**src/rtl/hex_display_serial_base10.sv**
```systemverilog
// hex_display_serial_base10: serial double-dabble driver for six active-low 7-segment digits.
// Define HEX_DISPLAY_SIGNED_EN to treat value_in as two's complement with a minus sign on HEX5.
module hex_display_serial_base10 #(
  parameter int REFRESH_CYCLES      = 4500000,
  parameter bit BLANK_LEADING_ZEROS = 1'b1
) (
  input  logic        main_clk,
  input  logic        reset_n,
  input  logic [15:0] value_in,
  input  logic        update_req,
  output logic        busy,
  output logic        done_pulse,
  output logic [47:0] hex_out
);
  localparam int CW = $clog2(REFRESH_CYCLES);
  localparam logic [1:0] IDLE   = 2'd0;
  localparam logic [1:0] SHIFT  = 2'd1;
  localparam logic [1:0] COMMIT = 2'd2;

  logic [CW-1:0] cnt_q, cnt_d;
  logic [1:0]    state_q, state_d;
  logic          pending_q, pending_d, busy_q, busy_d, done_q, done_d;
  logic [15:0]   op_q, op_d, mag;
  logic [19:0]   bcd_q, bcd_d, adj;
  logic [3:0]    bit_q, bit_d;
  logic [47:0]   hex_q, hex_d;
  logic [39:0]   enc;
  logic [35:0]   sh;
  logic [7:0]    hex5;
  logic          tick, trig, start, z;

  function automatic logic [7:0] seg(input logic [3:0] d);
    case (d)
      4'd0: seg = 8'hC0;
      4'd1: seg = 8'hF9;
      4'd2: seg = 8'hA4;
      4'd3: seg = 8'hB0;
      4'd4: seg = 8'h99;
      4'd5: seg = 8'h92;
      4'd6: seg = 8'h82;
      4'd7: seg = 8'hF8;
      4'd8: seg = 8'h80;
      4'd9: seg = 8'h90;
      default: seg = 8'hFF;
    endcase
  endfunction

`ifdef HEX_DISPLAY_SIGNED_EN
  logic sign_q, sign_d;
  // 16'h8000 negates to itself, which reads correctly as unsigned 32768
  assign mag    = value_in[15] ? 16'(-value_in) : value_in;
  assign sign_d = start ? value_in[15] : sign_q;
  assign hex5   = sign_q ? 8'hBF : 8'hFF;
  always_ff @(posedge main_clk or negedge reset_n)
    if (!reset_n) sign_q <= 1'b0;
    else sign_q <= sign_d;
`else
  assign mag  = value_in;
  assign hex5 = 8'hFF;
`endif

  always_comb begin
    tick      = cnt_q == CW'(REFRESH_CYCLES - 1);
    cnt_d     = tick ? '0 : cnt_q + 1'b1;
    trig      = tick | update_req;
    start     = (state_q == IDLE) && (trig || pending_q);
    pending_d = start ? 1'b0 : ((state_q != IDLE) && trig) ? 1'b1 : pending_q;
    adj = '0;
    for (int i = 0; i < 5; i++)
      adj[4*i +: 4] = (bcd_q[4*i +: 4] >= 4'd5) ? bcd_q[4*i +: 4] + 4'd3 : bcd_q[4*i +: 4];
    sh    = {adj, op_q} << 1;
    op_d  = start ? mag : (state_q == SHIFT) ? sh[15:0] : op_q;
    bcd_d = start ? 20'h0 : (state_q == SHIFT) ? sh[35:16] : bcd_q;
    bit_d = start ? 4'd15 : (state_q == SHIFT) ? bit_q - 4'd1 : bit_q;
    state_d = start ? SHIFT :
              (state_q == SHIFT) ? ((bit_q == 4'd0) ? COMMIT : SHIFT) :
              (state_q == COMMIT) ? IDLE : state_q;
    // a digit blanks only while it and every higher digit are zero
    enc = '0;
    z   = 1'b1;
    for (int k = 4; k >= 0; k--) begin
      z = z & (bcd_q[4*k +: 4] == 4'd0);
      enc[8*k +: 8] = (BLANK_LEADING_ZEROS && z && k != 0) ? 8'hFF : seg(bcd_q[4*k +: 4]);
    end
    hex_d  = (state_q == COMMIT) ? {hex5, enc} : hex_q;
    busy_d = start ? 1'b1 : (state_q == COMMIT) ? 1'b0 : busy_q;
    done_d = state_q == COMMIT;
  end

  always_ff @(posedge main_clk or negedge reset_n)
    if (!reset_n) begin
      cnt_q     <= '0;
      state_q   <= IDLE;
      pending_q <= 1'b0;
      busy_q    <= 1'b0;
      done_q    <= 1'b0;
      op_q      <= '0;
      bcd_q     <= '0;
      bit_q     <= '0;
      hex_q     <= 48'hFFFF_FFFF_FFFF;
    end else begin
      cnt_q     <= cnt_d;
      state_q   <= state_d;
      pending_q <= pending_d;
      busy_q    <= busy_d;
      done_q    <= done_d;
      op_q      <= op_d;
      bcd_q     <= bcd_d;
      bit_q     <= bit_d;
      hex_q     <= hex_d;
    end

  assign busy       = busy_q;
  assign done_pulse = done_q;
  assign hex_out    = hex_q;
endmodule

```
**config.mk**
```make
export PLATFORM = sky130hd
export DESIGN_NAME = hex_display_serial_base10
export DESIGN_NICKNAME = d
export VERILOG_FILES = /design/src/rtl/hex_display_serial_base10.sv
export SDC_FILE = /design/constraint.sdc
export NUM_CORES = 1
export LEC_CHECK = 0
export BUFFER_PORTS_ARGS = -buffer_cell sky130_fd_sc_hd__buf_2
export CAP_MARGIN = 20
export CORE_ASPECT_RATIO = 0.5
export CORE_MARGIN = 2
export CORE_UTILIZATION = 53
export DETAILED_ROUTE_END_ITERATION = 8
export GPL_TIMING_DRIVEN = 0
export HOLD_SLACK_MARGIN = 0.06
export PLACE_DENSITY = 0.76
export SYNTH_ARGS = -nofsm -noshare
export SYNTH_HDL_FRONTEND = slang
export SYNTH_SLANG_ARGS = --single-unit
```
**constraint.sdc**
```tcl
create_clock -name main_clk -period 2.2 [get_ports main_clk]
set_input_delay 0.22 -clock main_clk [delete_from_list [all_inputs] [get_ports main_clk]]
set_output_delay 0.22 -clock main_clk [all_outputs]
set_load 0.03 [all_outputs]
```
==> results.py <==
metrics = {
    "worst_setup_path": {
        "ff2ff_setup_slack_ns": -0.15,
        "path_buf_inv": 2,
        "r2r_end": "op_q[6]$_DFFE_PN0P_",
        "worst_path_largest_cell_delay_ns": 0.55,
        "endpoint_kind": "flip-flop",
        "cp_slowest_cell": "or4b_4",
        "timing.rr.start": "cnt_q[7]$_DFF_PN0_",
        "crit_top_cell": "buf_6",
        "cp_max_fo": 5,
        "critPathKind": "flip-flop to flip-flop",
        "crit_family": "simple AND/OR/NAND/NOR gates",
        "critical_path_arrival_ns": 2.57,
        "r2r.worst_path.cells": 6,
        "start_kind": "flip-flop",
        "crit_required_ns": 2.43,
        "crit_chain": "or4b_4 -> or4_4 -> o21a_1 -> buf_6 -> buf_6 -> a221o_1",
    },
    "route": {
        "drtIter0Drc": 345,
        "vias_per_cell": 5.757,
        "num_vias": 4600,
        "finalWirelength_mm": 12.77,
        "first_pass_iters": 5,
        "postRouteAntennaNets": 0,
        "post-route-drc-count": 0,
        "wl_per_cell_um": 15.98,
    },
    "sta": {
        "relSlewSlack_pct": 51.57,
        "max_freq_mhz": 425.7,
        "setup_viol_count_final": 34,
        "setup_ws_ns": -0.1489,
        "slew_violations": 0,
        "grt_setup_unrepaired": "yes",
        "fin_crit_ns": 2.349,
        "worst_pin_slew_ns": 0.7209,
        "hold_viol": 0,
        "skew_ns": 0.006057,
        "whs_ns": 0.1175,
        "finalCritPeriodShare_pct": 106.8,
    },
    "cells_and_area": {
        "nNetsFinal": 705,
        "area_growth_pct": 15.96,
        "final_layout_size_suffix_gt1_share_pct": 23.07,
        "fin_area_mm2": 0.006636,
        "final_util_pct": 64.15,
        "insertedDiodeCount": 0,
    },
    "place": {
        "place_ws_ns": -0.3723,
        "port_buffers": 55,
        "gp_congestion": 0.8577,
        "dpl-instance-area_mm2": 0.006248,
        "dp_hpwl_mm": 8.777,
    },
    "pwr": {
        "cellPowerDensity_mw_per_mm2": 1540,
        "irDropWorstVdd_mv": 0.6539,
        "p_leak_nw": 3.021,
        "finalPower_mw": 10.22,
    },
    "synth": {
        "synth.yosys.warnings": 0,
        "netlist_area_mm2": 0.005723,
        "synth_top_cell_by_area": "dfrtp_1",
        "synth_top_family_by_area": "compound AO/OA/AOI/OAI gates",
        "synth_adder_area_share_pct": 6.996,
        "synth_xor_area_share_pct": 3.826,
        "synthSimpleGateAreaFrac_pct": 14.43,
        "ys_dominant_reg_cell": "dfrtp_1",
        "postSynthAreaPerCell_um2": 10.13,
        "netlist_instances": 565,
        "synth_edf_count": 0,
        "yosysUniqueCellTypes": 58,
        "synthTopCellsByArea": "dfrtp_1 (30%), dfstp_2 (16%), ha_1 (7.0%), a22o_1 (4.6%), nor2_1 (3.1%)",
        "synth_common_cells": "dfrtp_1 (68), nor2_1 (47), dfstp_2 (35), o21ai_0 (35), ha_1 (32)",
        "synthMuxAreaShare_pct": 1.596,
        "ys_seq_elements": 103,
        "async_reset_ff_share_pct": 100.0,
        "synth.most_common_cell": "dfrtp_1",
        "synth_compound_area_share_pct": 21.53,
        "synth_top_cell_area_share_pct": 29.73,
        "ys_seq_area_share_pct": 45.80,
    },
    "clock_network": {
        "cts_buffer_depth": 2,
        "cts-buffers-inserted": 9,
        "htreeDepth": 3,
        "clock_latency_ns": 0.35,
        "cts_root_buf": "clkbuf_16",
        "clk_pin_slew_ns": 0.07,
        "cts_tree": "built",
        "clock-sinks": 103,
    },
    "floorplan": {
        "dieArea_mm2": 0.01170,
        "initial_core_util_pct": 55.32,
        "core-area_mm2": 0.01034,
        "die_height_um": 77.48,
        "die_x_um": 151.0,
        "placement_rows": 26,
        "io_pins": 69,
    },
    "global_routing": {
        "grt_antenna_before_repair": 0,
        "grt_max_degree": 54,
        "grt_pass1_wl_mm": 20.95,
        "first_global_vias": 4267,
        "grtUsageTotal_pct": 22.61,
        "grt_overflow": 0,
    },
    "run_status": {
        "status": "finished, violations left",
        "violations": "negative setup slack",
    },
    "hold_path": {
        "min_path_type": "input port to flip-flop",
        "whs_path_depth": 2,
        "hp-start": "value_in[9]",
        "hold_end": "op_q[9]$_DFFE_PN0P_",
    },
    "job": {
        "max_cap_violations": 0,
    },
}
==> per-layer routing <==
layer / share of wire, % / GRT usage (%) / up-vias
met3: 4.8 / 4.647 / 17
met4: 1.2 / 5.794 / 0
met2: 47 / 36.64 / 102
met5: 0 / 0 / -
met1: 47 / 31.25 / 2261
li1: - / - / 2220
==> kinds of logic after synthesis <==
group,count (synthesis)
xor gates and xnor gates,25
other,1
muxes,9
adders and majority gates,32
and+or+nand+nor,154
buffers and inverters,69
AOI/OAI and AO/OA,172
DFF,103
==> power breakdown <==
group	internal (mW)	switching, mW	leakage (nW)	total (mW)
combinational	2.20	3.17	1.66	5.37
sequential	2.84	0.555	1.23	3.40
clock	0.759	0.693	0.133	1.45
==> state kept, by name, indices dropped and copies added, names as in the netlist <==
register,count
op_q,16
bit_q,4
hex_out,35
pending_q,1
busy,1
cnt_q,23
state_q,2
done_pulse,1
bcd_q,20
==> cell usage in the layout, fill, tap and decap left out, drive strengths merged, types with 3 or more instances in the layout <==
| master | netlist | final |
|---|---|---|
| and3 | 7 | 7 |
| a22oi | 3 | 3 |
| and2 | 7 | 7 |
| a31oi | 9 | 9 |
| o2bb2ai | 5 | 5 |
| o211ai | 5 | 5 |
| a22o | 30 | 30 |
| mux2i | 8 | 8 |
| clkinv | 1 | 6 |
| nor4 | 5 | 5 |
| dfrtp | 68 | 68 |
| buf | 18 | 83 |
| a21oi | 31 | 31 |
| nand2b | 9 | 9 |
| nand2 | 24 | 24 |
| o22a | 14 | 14 |
| nor2b | 6 | 6 |
| o31ai | 3 | 3 |
| nor3 | 5 | 5 |
| nand3 | 15 | 15 |
| nor2 | 47 | 47 |
| dfstp | 35 | 35 |
| inv | 29 | 29 |
| o21ai | 35 | 35 |
| clkbuf | 21 | 32 |
| ha | 32 | 32 |
| a221o | 16 | 16 |
| nand4 | 8 | 8 |
| xor2 | 5 | 5 |
| nand3b | 3 | 3 |
| o21bai | 5 | 5 |
| xnor2 | 20 | 20 |
| o311ai | 5 | 5 |
| nor3b | 4 | 4 |
| nor4bb | 3 | 3 |
| conb | 1 | 13 |
==> how the worst max path moves through the flow <==
stage,start,end,depth (start not counted)
final,cnt_q[7]$_DFF_PN0_,op_q[6]$_DFFE_PN0P_,6
after global routing,cnt_q[7]$_DFF_PN0_,op_q[6]$_DFFE_PN0P_,6
after detailed placement,bcd_q[13]$_DFFE_PN0P_,hex_out[14]$_DFFE_PN1P_,6
after global placement,bcd_q[13]$_DFFE_PN0P_,hex_out[13]$_DFFE_PN1P_,6
after floorplan,cnt_q[6]$_DFF_PN0_,op_q[10]$_DFFE_PN0P_,6
after CTS,cnt_q[7]$_DFF_PN0_,op_q[6]$_DFFE_PN0P_,6
==> cell type report <==
type,instances,area [µm²]
inverter,30,112.6
tap,140,175.2
timing repair buffer,66,390.4
clock buffer,11,232.7
fill,841,3709
buffer,39,220.2
clock inverter,5,25.02
multi-input combinational,405,2858
sequential,103,2623
==> timing repair <==
item,4_1_cts,5_1_grt
gates cloned,2,0
hold buffers,1,0
hold endpoints to repair,29,0
pin swaps,17,4
endpoints found under the setup margin,43,55
gates resized for setup,8,11
setup buffers,5,2
==> through the flow <==
stage	TNS (ns)	cells
floorplan	-0.6896	577
global placement	-18.90	772
detailed placement	-7.766	773
CTS	-4.344	797
global route	-6.684	799
finish	-3.591	799
(Power assumes the default switching activity.)
